[src/rtl/equilibrium_maxxing_uc.sv]
// equilibrium_maxxing_uc -- control unit for the EquilibriumMaxxing datapath.
// Sequences calibrate -> level select -> prep -> rounds -> win/lose and drives
// every strobe the datapath consumes. Outputs are registered copies of the
// decode of the next state, so they line up with the registered state code.
// Optional attract mode: define EQUILIBRIUM_ATTRACT_MODE_EN.
module equilibrium_maxxing_uc #(
  parameter logic [7:0] PONTOS_VITORIA = 8'd10,
  parameter int         VIDAS          = 3,
  parameter int         CAL_TIMEOUT    = 250_000_000,
  parameter int         ATTRACT_PERIOD = 50_000_000
) (
  input  logic       clock,
  input  logic       reset_n,
  input  logic       iniciar,
  input  logic       end_left,
  input  logic       end_right,
  input  logic       prep_done,
  input  logic       ganhou_ponto,
  input  logic       perdeu_ponto,
  input  logic [7:0] pontuacao,
  output logic       calib,
  output logic       start_game,
  output logic       gerar_nova_jogada,
  output logic       fade_trigger,
  output logic       conta_nivel,
  output logic       reset_nivel,
  output logic       reset_nivel_locked,
  output logic       reset_prep_cnt,
  output logic       trava_servo,
  output logic       external,
  output logic [1:0] vidas,
  output logic       venceu,
  output logic       perdeu,
  output logic [3:0] db_estado
);

  typedef enum logic [3:0] {
    INICIAL    = 4'd0,
    CALIBRA    = 4'd1,
    SELECIONA  = 4'd2,
    TRAVA      = 4'd3,
    PREPARA    = 4'd4,
    GERA       = 4'd5,
    FADE       = 4'd6,
    JOGANDO    = 4'd7,
    PONTO      = 4'd8,
    CHECA      = 4'd9,
    ERROU      = 4'd10,
    FIM_VENCEU = 4'd11,
    FIM_PERDEU = 4'd12,
    ERRO       = 4'd15
  } state_t;

  state_t      state;
  state_t      state_next;
  logic        iniciar_q;
  logic        iniciar_rise;
  logic [31:0] cal_cnt;
  logic        attract_fire;
  logic        attract_fade_pend;

  // iniciar_q resets high so a button held through reset does not fire
  assign iniciar_rise = iniciar & ~iniciar_q;
  assign db_estado    = state;

  // Next-state selection
  always_comb begin
    state_next = state;
    case (state)
      INICIAL:   if (iniciar_rise) state_next = CALIBRA;
      CALIBRA: begin
        // an end-switch wins over a timeout on the same cycle
        if (end_left | end_right)                 state_next = SELECIONA;
        else if (cal_cnt == 32'(CAL_TIMEOUT - 1)) state_next = ERRO;
      end
      SELECIONA: if (iniciar_rise) state_next = TRAVA;
      TRAVA:     state_next = PREPARA;
      PREPARA:   if (prep_done) state_next = GERA;
      GERA:      state_next = FADE;
      FADE:      state_next = JOGANDO;
      JOGANDO: begin
        if (ganhou_ponto)      state_next = PONTO;
        else if (perdeu_ponto) state_next = ERROU;
      end
      PONTO:     state_next = CHECA;
      // score is re-sampled here, one cycle after conta_nivel bumped it
      CHECA:     state_next = (pontuacao >= PONTOS_VITORIA) ? FIM_VENCEU : GERA;
      ERROU:     state_next = (vidas <= 2'd1) ? FIM_PERDEU : GERA;
      FIM_VENCEU, FIM_PERDEU, ERRO:
                 if (iniciar_rise) state_next = INICIAL;
      default:   state_next = INICIAL;
    endcase
  end

  // State, counters and registered output decode
  always_ff @(posedge clock or negedge reset_n) begin
    if (!reset_n) begin
      state              <= INICIAL;
      iniciar_q          <= 1'b1;
      cal_cnt            <= '0;
      vidas              <= 2'(VIDAS);
      calib              <= 1'b0;
      start_game         <= 1'b0;
      gerar_nova_jogada  <= 1'b0;
      fade_trigger       <= 1'b0;
      conta_nivel        <= 1'b0;
      reset_nivel        <= 1'b1;
      reset_nivel_locked <= 1'b1;
      reset_prep_cnt     <= 1'b0;
      trava_servo        <= 1'b0;
      venceu             <= 1'b0;
      perdeu             <= 1'b0;
    end else begin
      state     <= state_next;
      iniciar_q <= iniciar;
      cal_cnt   <= (state == CALIBRA) ? cal_cnt + 32'd1 : '0;
      if (state == INICIAL)
        vidas <= 2'(VIDAS);
      else if ((state == ERROU) && (vidas != 2'd0))
        vidas <= vidas - 2'd1;
      calib              <= (state_next == CALIBRA);
      start_game         <= (state_next == TRAVA);
      gerar_nova_jogada  <= (state_next == GERA) | attract_fire;
      fade_trigger       <= (state_next == FADE) | (attract_fade_pend & (state_next == INICIAL));
      conta_nivel        <= (state_next == PONTO);
      reset_nivel        <= (state_next == INICIAL);
      reset_nivel_locked <= (state_next == INICIAL);
      reset_prep_cnt     <= (state_next == TRAVA);
      trava_servo        <= (state_next == PREPARA) | (state_next == FIM_VENCEU) |
                            (state_next == FIM_PERDEU) | (state_next == ERRO);
      venceu             <= (state_next == FIM_VENCEU);
      perdeu             <= (state_next == FIM_PERDEU);
    end
  end

`ifdef EQUILIBRIUM_ATTRACT_MODE_EN
  logic [31:0] attract_cnt;
  logic        stay_inicial;

  assign stay_inicial = (state == INICIAL) && (state_next == INICIAL);
  assign attract_fire = stay_inicial && (attract_cnt == 32'(ATTRACT_PERIOD - 1));

  // Attract timer: gerar pulse every ATTRACT_PERIOD idle cycles, fade on the next
  always_ff @(posedge clock or negedge reset_n) begin
    if (!reset_n) begin
      attract_cnt       <= '0;
      attract_fade_pend <= 1'b0;
      external          <= 1'b1;
    end else begin
      attract_cnt       <= (!stay_inicial || attract_fire) ? '0 : attract_cnt + 32'd1;
      attract_fade_pend <= attract_fire;
      external          <= (state_next == INICIAL);
    end
  end
`else
  logic unused_attract_period;

  assign attract_fire          = 1'b0;
  assign attract_fade_pend     = 1'b0;
  assign external              = 1'b0;
  assign unused_attract_period = (ATTRACT_PERIOD != 0);
`endif

endmodule
[config.mk]
export PLATFORM = sky130hd
export DESIGN_NAME = equilibrium_maxxing_uc
export DESIGN_NICKNAME = d
export VERILOG_FILES = /design/src/rtl/equilibrium_maxxing_uc.sv
export SDC_FILE = /design/constraint.sdc
export NUM_CORES = 1
export LEC_CHECK = 0
export ABC_AREA = 1
export CAP_MARGIN = 20
export CORE_MARGIN = 4
export CORE_UTILIZATION = 53
export CTS_BUF_LIST = sky130_fd_sc_hd__clkbuf_4 sky130_fd_sc_hd__clkbuf_8
export CTS_CLUSTER_DIAMETER = 100
export DETAILED_ROUTE_END_ITERATION = 7
export PLACE_DENSITY = 0.77
export SLEW_MARGIN = 20
export SYNTH_ARGS = -nofsm -noshare
export SYNTH_HDL_FRONTEND = slang
export SYNTH_SLANG_ARGS = --single-unit
[constraint.sdc]
create_clock -name clock -period 3.8 [get_ports clock]
set_clock_uncertainty 0.15 [all_clocks]
set_input_delay 0.76 -clock clock [delete_from_list [all_inputs] [get_ports clock]]
set_output_delay 0.76 -clock clock [all_outputs]
set_load 0.01 [all_outputs]
; ---- Word level (Yosys, flattened, before mapping)
; Cells that the tools add are included.
[classes]
addsub = 2
multipliers = 0
div = 0
order_cmp = 2
eq_ne = 23
shifts = 0
mux = 14
bitwise_logic = 6
reduce_logical = 6
[ops]
columns = op, count
row1 = $pmux 4 s12, 1
row2 = $eq 4x4->1 const B, 10
row3 = $mux 4, 10
row4 = $add 32x1->32 const B, 1
row5 = $eq 32x28->1 const B, 1
row6 = $mux 32, 1
row7 = $eq 4x3->1 const B, 7
row8 = $eq 4x2->1 const B, 3
row9 = $eq 4x1->1 const B, 2
row10 = $ge 8x4->1 const B, 1
row11 = $logic_not 4->1, 2
row12 = $mux 2, 2
row13 = $or 1x1->1, 4
row14 = $reduce_bool 2->1, 2
row15 = $reduce_or 3->1, 1
row16 = $le 2x1->1 const B, 1
row17 = $sub 2x1->2 const B, 1
row18 = $and 1x1->1, 1
row19 = $logic_and 1x1->1, 1
row20 = $not 1->1, 1
[totals]
reg_bits = 48
latchBits = 0
mem_bits_rw = 0
romBits = 0
input_bits = 16
out_inout_bits = 18
elab_cells = 66
mem_count = 0

; ---- Longest topological paths before layout
[depth]
word_depth = 8
ltp_mapped = 12
mapped_depth_nobuf = 12

; ---- Worst setup path after synthesis
; No wires, ideal clock.
[synth_timing]
path_kind = input -> register
startpoint = input perdeu_ponto
endpoint = register conta_nivel
setup_time_ps = 118
t_arrival_ps = 1579
required_time_ps = 3532
setup_slack_ps = 1954
stages = 7
path_buffers = 0
path_cell_list = or2_2 o21ai_0 nor2_1 nand3_1 inv_1 nand2_1 nor2_1
[synth_between]
elab_chain_len = 4
[synth_rtl]
columns = item, line
row1 = start: declaration, 19  ; input logic perdeu_ponto,
row2 = $mux 4, 83  ; else if (perdeu_ponto) state_next = ERROU;
row3 = $mux 4, 82  ; if (ganhou_ponto) state_next = PONTO;
row4 = $pmux 4 s12, 69  ; case (state)
row5 = named net state_next[0], 55  ; state_t state_next;
row6 = $eq 4x4->1, 125  ; conta_nivel <= (state_next == PONTO);
row7 = end signal: assignment, 125
row8 = end: declaration, 25  ; output logic conta_nivel,
; The timed path passes the listed nets, and every way through them passes these cells.
; A chain may end at the register's enable or synchronous reset.

; ---- Worst setup path after layout
[layout_timing]
startpoint = register state[1] (netlist: db_estado[1])
endpoint = output db_estado[1]
[layout_lines]
columns = item, line
row1 = start: declaration, 54  ; state_t state;
row2 = start signal: assignment, 114  ; state <= state_next;
row3 = end: declaration, 34  ; output logic [3:0] db_estado
; No word-level cell between the ends.

==> metrics.csv <==
stage;metric;value;unit
run_status;outcome;completed;
logic_synthesis;cell area after synthesis;2760;um^2
placement;Post-Place Worst Slack;1.37;ns
cts;hold buffers post-CTS;0;
floorplanning;Starting Density;54.5;%
detailed_routing;total number of vias;2485;
cts;htree depth;2;
global_routing;first-pass GRT wire length;10.8;mm
placement;dpl hpwl;4.81;mm
logic_synthesis;top area cells in the synthesized netlist;dfrtp_1 40%, nand2_1 13%, nor2_1 10%, inv_1 6.1%, xor2_1 4.4%;
worst_setup_path;Critical Path AT;1.41;ns
pwr;Max VDD drop;0.351;mV
worst_setup_path;CP Launch Type;register;
floorplanning;Die ar.;6430;um^2
logic_synthesis;Post-Synthesis Cells;382;
logic_synthesis;top cell type's share of synthesized area;39.8;%
cts;Reg clk slew, reported paths;0.10;ns
worst_setup_path;Worst path top cell family by delay;buffers and inverters;
worst_setup_path;internal reg-to-reg setup slack;1.68;ns
detailed_routing;Avg WL per Cell;13.0;um
timing;# setup viols final;0;
worst_setup_path;critical path's slowest cell;clkdlybuf4s50_1;
logic_synthesis;register area share after synthesis;43.6;%
floorplanning;Die W;80.2;um
timing;final hold violations;0;
worst_setup_path;R2R Path Start;db_estado[3]$_DFF_PN0_;
timing;post-route setup slack;1.48;ns
timing;Final Max Slew Viols;0;
cts;CTS max path bufs;2;
logic_synthesis;largest area contributor in the netlist;dfrtp_1;
finish;Ant. Diodes;0;
cts;CTS tree;yes;
timing;fin crit share;61.2;%
worst_setup_path;FF-to-FF End;cal_cnt[12]$_DFF_PN0_;
global_routing;initial antenna violation count;0;
finish;Nets;433;
timing;setup TNS;0;ns
min_path;Hold WC Path Type;input port to asynchronous set/reset pin;
floorplanning;core area;5070;um^2
global_routing;largest net degree at the start of global routing;49;
detailed_routing;DRT antenna net count;0;
pwr;LEAKAGE;0.00135;uW
detailed_routing;Routed WL;6.30;mm
global_routing;vias in the first global route;2447;
detailed_routing;vias per cell;5.12;
worst_setup_path;slowest cell delay on critical path;0.60;ns
placement;Final Wtd Congestion;0.948;
worst_setup_path;Crit path buffers/inverters;1;
worst_setup_path;R2R depth;7;
worst_setup_path;Setup CP Type;register to output pin;
global_routing;gr usage total;21.6;%
floorplanning;Cell Rows;26;
timing;min cycle time layout;2.32;ns
detailed_routing;Remaining DRCs;0;
logic_synthesis;average size of a mapped cell;7.24;um^2
timing;Max Clk Rate;430;MHz
finish;P&R area growth vs syn;17.2;%
cts;post-cts resize count;0;
pwr;Power Total;1600;uW
finish;share of cells above drive strength 1;6.75;%
worst_setup_path;critical path fanouts, max;8;
job;Max Cap Viol;0;
timing;Worst-Margin Slew;0.711;ns
cts;CTS sink cnt;48;
pwr;Power Density;494;nW/um^2
timing;relative slew slack;52.5;%
detailed_routing;drt initial violations;242;
finish;# fillers;463;
global_routing;total gr overflow;0;
placement;# port buffers;31;
floorplanning;height of the die;80.2;um
logic_synthesis;number of synthesized register bits;48;
floorplanning;I/O pins;34;
detailed_routing;drt pass-1 iters;4;
timing;RSZ-0062 raised after global routing;false;
logic_synthesis;Yosys cell types;32;
logic_synthesis;synthesized net count;401;
worst_setup_path;required time worst endpoint;2.89;ns
worst_setup_path;critical path launch point;db_estado[1]$_DFF_PN0_;
cts;latest clock arrival within the worst-skew pair;0.31;ns
cts;Root Buffer Master;clkbuf_8;
worst_setup_path;crit path capture type;output pin;
logic_synthesis;synth warn;0;
worst_setup_path;Crit path depth;1;
cts;Setup Buffers After CTS;0;
cts;total CTS buffers;5;
worst_setup_path;Worst Setup EP;db_estado[1];
worst_setup_path;CP Cell Sequence;clkdlybuf4s50_1;
## layout make-up
| cell class | instances | area, um^2 | area share [%] |
|---|---|---|---|
| Multi-Input combinational cell | 280 | 1340 | 41.4 |
| Timing Repair Buffer | 31 | 308 | 9.50 |
| Sequential cell | 48 | 1210 | 37.2 |
| Inverter | 48 | 180 | 5.56 |
| Clock buffer | 5 | 68.8 | 2.12 |
| Clock inverter | 3 | 46.3 | 1.43 |
| Tap cell | 70 | 87.6 | 2.70 |
## Yosys cell counts, drive strengths merged
library cell	instances
inv	48
ha	3
nand4	5
nand3b	3
or2	1
nor3	22
xor2	14
a21oi	13
buf	3
nand2	101
xnor2	5
nor3b	1
clkbuf	3
dfstp	4
nor4	1
dfrtp	44
o21a	1
o22ai	1
nor2	79
a31oi	2
conb	1
nand3	12
o21ai	15
## kinds of logic after synthesis
group           after synthesis  share of synthesized area (%)
simple gates                225                           34.9
flops                        48                           43.6
compound gates               32                           6.16
xor+xnor                     19                           6.02
other cells                   1                          0.136
buf+inv                      54                           7.79
fa+ha+maj                     3                           1.36
## metrics by stage
stage	instance area, um^2	hold WS (ns)	std cells	util (%)
after floorplan	2760	0.314	382	-
after global placement	3120	0.352	477	61.5
after detailed placement	3120	0.366	477	61.5
after CTS	3240	0.380	485	63.8
after global routing	3240	0.345	485	63.8
final	3240	0.301	485	63.8
## routing by layer
metal | GRT usage [%] | part of all wire [%] | vias up
met1 | 26.8 | 44 | 1132
li1 | - | - | 1261
met3 | 4.04 | 5.2 | 18
met5 | 0 | 0 | -
met4 | 11.8 | 3.2 | 0
met2 | 35.3 | 48 | 74
## power breakdown
group / switching, uW / total, uW / internal (uW)
registers: 55.3 / 634 / 579
clock network: 184 / 382 / 198
logic: 359 / 584 / 225
## layout by cell type (no fill, tap or decap), types with 4 or more instances in the layout
| master | instances |
|---|---|
| nand2_1 | 98 |
| nor2_1 | 76 |
| inv_1 | 45 |
| dfrtp_1 | 44 |
| clkdlybuf4s50_1 | 30 |
| nor3_1 | 19 |
| o21ai_0 | 14 |
| xor2_1 | 14 |
| a21oi_1 | 12 |
| nand3_1 | 11 |
| nand4_1 | 5 |
| xnor2_1 | 5 |
| clkbuf_8 | 5 |
| dfstp_2 | 4 |
## worst min path at each step
stage                     slack [ns]                     to
after floorplan                 0.31   cal_cnt[0]$_DFF_PN0_
after global placement          0.35   vidas[0]$_DFFE_PN1P_
after detailed placement        0.37  cal_cnt[10]$_DFF_PN0_
after CTS                       0.38  cal_cnt[10]$_DFF_PN0_
after global routing            0.35  cal_cnt[12]$_DFF_PN0_
final                           0.30  cal_cnt[19]$_DFF_PN0_
## flip-flops by register name, summed over array words and instances, names as in the netlist
register	count
reset_prep_cnt	1
iniciar_q	1
perdeu	1
calib	1
vidas	2
db_estado	4
reset_nivel_locked	1
cal_cnt	32
venceu	1
trava_servo	1
gerar_nova_jogada	1
fade_trigger	1
conta_nivel	1
Note: power is estimated with default switching activity, not from simulation.
